<file path="config.mk">
export PLATFORM = sky130hd
export DESIGN_NAME = seg7_reader_flat
export DESIGN_NICKNAME = d
export VERILOG_FILES = /design/src/rtl/seg7_reader_if.sv /design/src/rtl/seg7_reader.sv /design/src/flat_wrapper.sv
export SDC_FILE = /design/constraint.sdc
export NUM_CORES = 1
export LEC_CHECK = 0
export ABC_AREA = 1
export CAP_MARGIN = 20
export CORE_ASPECT_RATIO = 0.6
export CORE_UTILIZATION = 40
export DETAILED_ROUTE_END_ITERATION = 8
export GPL_ROUTABILITY_DRIVEN = 0
export PLACE_DENSITY = 0.62
export SETUP_SLACK_MARGIN = 0.02
export SLEW_MARGIN = 20
export SYNTH_ARGS = -nofsm -noshare
export SYNTH_HDL_FRONTEND = slang
export SYNTH_SLANG_ARGS = --single-unit
</file>
<file path="constraint.sdc">
create_clock -name Clock -period 2 [get_ports Clock]
set_input_delay 0.2 -clock Clock [delete_from_list [all_inputs] [get_ports Clock]]
set_output_delay 0.2 -clock Clock [all_outputs]
set_load 0.05 [all_outputs]
</file>
<file path="src/rtl/seg7_reader_if.sv">
// Output channel of seg7_reader: decoded digit pair, error flags and a
// single-entry valid/ready handshake with a sticky overrun flag.
interface seg7_reader_if;
  logic [3:0] dig1;
  logic [3:0] dig0;
  logic       err1;
  logic       err0;
  logic       out_valid;
  logic       out_ready;
  logic       overrun;

  modport master (
    output dig1, dig0, err1, err0, out_valid, overrun,
    input  out_ready
  );

  modport slave (
    input  dig1, dig0, err1, err0, out_valid, overrun,
    output out_ready
  );
endinterface

</file>
<file path="src/rtl/seg7_reader.sv">
// Recovers a two-digit BCD value from active-low HEX1/HEX0 segment drives,
// debounced over STABLE_CYCLES samples and presented through a one-entry register.
module seg7_reader #(
  parameter int unsigned STABLE_CYCLES = 4
) (
  input  logic                 Clock,
  input  logic                 Resetn,
  input  logic [6:0]           HEX1_in,
  input  logic [6:0]           HEX0_in,
  input  logic                 ovr_clr,
  seg7_reader_if.master        out_if
);

  localparam int unsigned SEG_W  = 7;
  localparam int unsigned PAIR_W = 2 * SEG_W;
  localparam int unsigned CNT_W  = 8;
  localparam int unsigned DIG_W  = 4;

  localparam logic [CNT_W-1:0]  CNT_MAX   = CNT_W'(STABLE_CYCLES);
  localparam logic [CNT_W-1:0]  CNT_LAST  = CNT_W'(STABLE_CYCLES - 1);
  localparam logic [PAIR_W-1:0] PAIR_BLNK = {7'h7F, 7'h7F};

  // Inverse of the digit-to-segment table; returns {err, digit}.
  function automatic logic [DIG_W:0] seg_decode(input logic [SEG_W-1:0] seg);
    logic [DIG_W:0] res;
    case (seg)
      7'h40:   res = 5'h00;
      7'h79:   res = 5'h01;
      7'h24:   res = 5'h02;
      7'h30:   res = 5'h03;
      7'h19:   res = 5'h04;
      7'h12:   res = 5'h05;
      7'h02:   res = 5'h06;
      7'h78:   res = 5'h07;
      7'h00:   res = 5'h08;
      7'h10:   res = 5'h09;
      default: res = 5'h1F;
    endcase
    return res;
  endfunction

  logic [PAIR_W-1:0] r_in_q;
  logic [CNT_W-1:0]  r_cnt;
  logic              r_have_last;
  logic [PAIR_W-1:0] r_last_pair;
  logic [DIG_W-1:0]  r_dig1;
  logic [DIG_W-1:0]  r_dig0;
  logic              r_err1;
  logic              r_err0;
  logic              r_out_valid;
  logic              r_overrun;

  logic [PAIR_W-1:0] w_pair;
  logic              w_same;
  logic              w_fire;
  logic              w_emit;
  logic              w_xfer;
  logic [DIG_W:0]    w_dec1;
  logic [DIG_W:0]    w_dec0;

  assign w_pair = {HEX1_in, HEX0_in};
  assign w_same = (w_pair == r_in_q);
  assign w_fire = w_same && (r_cnt == CNT_LAST);
  // Suppress repeats of the pair already delivered; a reset forgets it.
  assign w_emit = w_fire && (!r_have_last || (w_pair != r_last_pair));
  assign w_xfer = r_out_valid && out_if.out_ready;
  assign w_dec1 = seg_decode(HEX1_in);
  assign w_dec0 = seg_decode(HEX0_in);

  // Input sampler and saturating stability counter.
  always_ff @(posedge Clock or negedge Resetn) begin
    if (!Resetn) begin
      r_in_q <= PAIR_BLNK;
      r_cnt  <= '0;
    end else begin
      r_in_q <= w_pair;
      if (!w_same) begin
        r_cnt <= '0;
      end else if (r_cnt < CNT_MAX) begin
        r_cnt <= r_cnt + CNT_W'(1);
      end
    end
  end

  // Last emitted pair, used for repeat suppression.
  always_ff @(posedge Clock or negedge Resetn) begin
    if (!Resetn) begin
      r_have_last <= 1'b0;
      r_last_pair <= PAIR_BLNK;
    end else if (w_emit) begin
      r_have_last <= 1'b1;
      r_last_pair <= w_pair;
    end
  end

  // Single-entry output register; a new capture always replaces the old one.
  always_ff @(posedge Clock or negedge Resetn) begin
    if (!Resetn) begin
      r_dig1      <= '0;
      r_dig0      <= '0;
      r_err1      <= 1'b0;
      r_err0      <= 1'b0;
      r_out_valid <= 1'b0;
      r_overrun   <= 1'b0;
    end else begin
      if (w_emit) begin
        r_dig1      <= w_dec1[DIG_W-1:0];
        r_dig0      <= w_dec0[DIG_W-1:0];
        r_err1      <= w_dec1[DIG_W];
        r_err0      <= w_dec0[DIG_W];
        r_out_valid <= 1'b1;
      end else if (w_xfer) begin
        r_out_valid <= 1'b0;
      end
      // Overwrite of an unconsumed capture takes priority over the clear.
      if (w_emit && r_out_valid && !out_if.out_ready) begin
        r_overrun <= 1'b1;
      end else if (ovr_clr) begin
        r_overrun <= 1'b0;
      end
    end
  end

  assign out_if.dig1      = r_dig1;
  assign out_if.dig0      = r_dig0;
  assign out_if.err1      = r_err1;
  assign out_if.err0      = r_err0;
  assign out_if.out_valid = r_out_valid;
  assign out_if.overrun   = r_overrun;

endmodule

</file>
<file path="src/flat_wrapper.sv">
// flat-port wrapper written by rule: the top's interface ports become plain ports
module seg7_reader_flat 
#(
  parameter int unsigned STABLE_CYCLES = 4
)
  (Clock, Resetn, HEX1_in, HEX0_in, ovr_clr, out_if_dig1, out_if_dig0, out_if_err1, out_if_err0, out_if_out_valid, out_if_overrun, out_if_out_ready);
  seg7_reader_if out_if_i ();
  input  logic Clock;
  input  logic Resetn;
  input  logic [6:0] HEX1_in;
  input  logic [6:0] HEX0_in;
  input  logic ovr_clr;
  output wire logic [$bits(out_if_i.dig1)-1:0] out_if_dig1;
  output wire logic [$bits(out_if_i.dig0)-1:0] out_if_dig0;
  output wire logic [$bits(out_if_i.err1)-1:0] out_if_err1;
  output wire logic [$bits(out_if_i.err0)-1:0] out_if_err0;
  output wire logic [$bits(out_if_i.out_valid)-1:0] out_if_out_valid;
  output wire logic [$bits(out_if_i.overrun)-1:0] out_if_overrun;
  input wire logic [$bits(out_if_i.out_ready)-1:0] out_if_out_ready;
  assign out_if_dig1 = out_if_i.dig1;
  assign out_if_dig0 = out_if_i.dig0;
  assign out_if_err1 = out_if_i.err1;
  assign out_if_err0 = out_if_i.err0;
  assign out_if_out_valid = out_if_i.out_valid;
  assign out_if_overrun = out_if_i.overrun;
  assign out_if_i.out_ready = out_if_out_ready;
  seg7_reader #(.STABLE_CYCLES(STABLE_CYCLES)) u_core (.Clock(Clock), .Resetn(Resetn), .HEX1_in(HEX1_in), .HEX0_in(HEX0_in), .ovr_clr(ovr_clr), .out_if(out_if_i));
endmodule
</file>
==> impl_results.md <==
- RSZ-0062 raised after global routing: false
- Iteration-0 DRC Markers: 198
- Remaining routing DRC violations: 0
- Leading cell type in the layout, fill and taps excluded: sky130_fd_sc_hd__nand2_1
- Max-capacitance violation count: 0
- Placed insts: 571
- Library cells used by synthesis: 30
- Final Critical Period: 1.76 ns
- Final design utilization: 0.535
- Static leakage: 0.00194 uW
- Layout net count: 511
- Post-Route Skew: 0.00609 ns
- Slowest cell on the critical path: sky130_fd_sc_hd__dfrtp_1
- Global-route wire length before repair: 12.3 mm
- Die boundary width: 112 um
- Clock transition at path regs: 0.07 ns
- Remaining global-route overflow: 0
- Proportion of synthesized chip area in sequential cells: 0.436
- Highest clock rate: 568 MHz
- Combined global-route utilization of all metal layers: 0.216
- Clock H-tree levels: 2
- Number of flip-flops and latches in the synthesized netlist: 49
- Via count of the first global-routing pass: 2,494
- Clock latency at the later pin of the worst-skew pair: 0.29 ns
- Deepest clock path buffer count: 2
- # setup viols final: 0
- Antenna violations before repair: 0
- Number of nets with antenna violations after routing: 0
- Most frequent cells in the layout: 183 x sky130_fd_sc_hd__nand2_1, 58 x sky130_fd_sc_hd__nor2_1, 55 x sky130_fd_sc_hd__inv_1
- Data arrival time of the critical path: 2.00 ns
- Count of final hold-check violations: 0
- Placed wire-length estimate: 5.72 mm
- R2r startpoint: u_core.r_cnt[3]
- Die height: 67.9 um
- Relative slew slack: 0.662
- Initial Util: 0.424
- Smallest setup slack after layout: 0.239 ns
- Startpoint class of the critical path: flop
- Synth Net Count: 450
- # rows: 23
- Required @ worst endpoint: 2.23 ns
- Vias per cell: 4.71
- Max-slew violations: 0
- Most common cell type on the critical path: sky130_fd_sc_hd__nor2_1
- Core region area: 0.00682 mm^2
- Wire length reported by the detailed router: 7.43 mm
- Growth of design area from synthesis to finish: 26.2%
- Warnings from Yosys: 0
- Post-synthesis average cell area: 6.71 um^2
- Worst slack at placement: 0.00699 ns
- Largest net degree at the start of global routing: 32
- P per Cell Area: 653 mW/mm^2
- Sinks on Clock Net: 49
- Placed cell areas: 0.00348 mm^2
- Slew at the pin closest to its max-slew limit: 0.506 ns
- Post-Synthesis Cells: 431
- Delay of the slowest cell on the worst path: 0.39 ns
- Clk root buf: sky130_fd_sc_hd__clkbuf_16
- Post-synthesis instance area: 0.00289 mm^2
- Ordered cell list for the critical path: nor2_1, nand4_1, nor2_1, inv_1, nor2_8, buf_4, nand3_1, nand2_1
- Routed vias: 2,729
- Clock tree from TritonCTS: yes
- Fraction of layout instances using a drive strength above 1: 0.168
- Class of the tightest hold or removal check: in -> async
- Cell area after layout: 0.00365 mm^2
- TritonRoute pass-1 iters: 4
- Number of buffers inserted to repair setup after CTS: 0
- Maximum ir drop on the vdd rail: 0.320 mV
- Routed length per placed instance: 12.8 um
- Cts bufs inserted: 5
- Top fanout value on the critical path: 11
- Top-Level Pins: 30
- # port buffers: 29
- Worst setup path startpoint: u_core.r_cnt[3]
- Die Footprint: 0.00758 mm^2
- Post-route fraction of the period consumed by the critical path: 0.881
- Antenna diode count: 0
- Critical path capture point type: flop
- Status: completed
- Final non-filler cell total: 580
- Category of the most critical setup path: reg -> reg
Yosys cell counts:
| master | instances | area (um^2) |
|---|---|---|
| sky130_fd_sc_hd__nand2b_1 | 1 | 6.26 |
| sky130_fd_sc_hd__a21oi_1 | 3 | 15.0 |
| sky130_fd_sc_hd__ha_1 | 1 | 12.5 |
| sky130_fd_sc_hd__buf_6 | 2 | 22.5 |
| sky130_fd_sc_hd__xor2_1 | 2 | 17.5 |
| sky130_fd_sc_hd__xnor2_1 | 3 | 26.3 |
| sky130_fd_sc_hd__nand2_2 | 2 | 12.5 |
| sky130_fd_sc_hd__nor2_1 | 58 | 218 |
| sky130_fd_sc_hd__dfrtp_1 | 21 | 526 |
| sky130_fd_sc_hd__dfstp_2 | 28 | 736 |
| sky130_fd_sc_hd__nand3_1 | 39 | 195 |
| sky130_fd_sc_hd__nand4_1 | 3 | 18.8 |
| sky130_fd_sc_hd__nand3_2 | 1 | 10.0 |
| sky130_fd_sc_hd__buf_4 | 1 | 7.51 |
| sky130_fd_sc_hd__nor3_1 | 3 | 15.0 |
| sky130_fd_sc_hd__nand2_4 | 1 | 11.3 |
| sky130_fd_sc_hd__nand2_1 | 183 | 687 |
| sky130_fd_sc_hd__buf_2 | 4 | 20.0 |
| sky130_fd_sc_hd__inv_2 | 5 | 18.8 |
| sky130_fd_sc_hd__inv_1 | 55 | 206 |
| sky130_fd_sc_hd__o31ai_1 | 1 | 7.51 |
| sky130_fd_sc_hd__nand3b_1 | 1 | 7.51 |
| sky130_fd_sc_hd__or2_2 | 1 | 6.26 |
| sky130_fd_sc_hd__nor2_8 | 1 | 20.0 |
| sky130_fd_sc_hd__o21ai_0 | 4 | 20.0 |
| sky130_fd_sc_hd__and2_1 | 1 | 6.26 |
| sky130_fd_sc_hd__o21a_1 | 2 | 15.0 |
| sky130_fd_sc_hd__nor2_2 | 2 | 12.5 |
| sky130_fd_sc_hd__nor2_4 | 1 | 11.3 |
| sky130_fd_sc_hd__clkbuf_1 | 1 | 3.75 |
what timing repair did:
action / 4_1_cts / 5_1_grt
hold buffers: 1 / 0
hold endpoints to repair: 2 / 0
resized for setup: 0 / 0
routing by layer:
metal / up-vias / track usage / share of wire / wire, um
li1: 1426 / - / - / -
met5: - / 0 / 0 / 0
met4: 0 / 0.0574 / 0.0051 / 38
met3: 4 / 0.0496 / 0.073 / 545
met1: 1229 / 0.332 / 0.54 / 4040
met2: 70 / 0.299 / 0.38 / 2810
logic make-up after synthesis:
kind of cell,Yosys count,synth area share
AOI/OAI and AO/OA,10,0.0199
xor gates and xnor gates,5,0.0151
adders and majority gates,1,0.00433
buffers and inverters,68,0.0965
DFF,49,0.436
and+or+nand+nor,298,0.428
final cells by class:
cell class / count / area (um^2)
Inverter: 60 / 225
Clock buffer: 6 / 139
Clock inverter: 2 / 16.3
Multi-Input combinational cell: 314 / 1350
Sequential cell: 49 / 1260
Tap cell: 87 / 109
Fill cell: 654 / 3170
Timing Repair Buffer: 62 / 548
through the flow:
stage	setup TNS, ns	total power [uW]	hold slack [ns]
2_1_floorplan	0	1310	-0.0956
3_3_place_gp	-0.000625	1500	0.183
3_5_place_dp	0	1500	0.198
4_1_cts	0	2410	0.404
5_1_grt	0	2510	0.419
6_report	0	2380	0.403
path summary, 6_finish.rpt:
path	cells after the start	slack, ns	endpoint
min reg2reg	2	0.47	u_core.r_last_pair[13]
max in group asynchronous	3	1.00	u_core.r_last_pair[11]
max	8	0.24	u_core.out_if.dig1[3]
max reg2reg	8	0.24	u_core.out_if.dig1[3]
min	2	0.40	u_core.r_cnt[7]
min in group Clock	1	0.40	u_core.r_in_q[12]
critical path: cells and delay by family (launching register included):
kind / cells / cell delay, ns
and+or+nand+nor: 6 / 0.98
buffers and inverters: 2 / 0.34
DFF: 1 / 0.39
registers in the layout, indices dropped and copies added (netlist names):
register and count:
u_core.out_if.overrun 1, u_core.r_cnt 8, u_core.r_in_q 14, u_core.out_if.out_valid 1, u_core.r_have_last 1, u_core.out_if.err0 1, u_core.out_if.dig0 4, u_core.r_last_pair 14
u_core.out_if.err1 1, u_core.out_if.dig1 4
power breakdown:
group	internal [uW]	switching, uW	leakage, uW
Clock	503	395	0.0000735
Sequential	1060	28.4	0.000563
Combinational	153	246	0.00131
Total	1710	670	0.00194
Note: power is estimated with default switching activity, not from simulation.
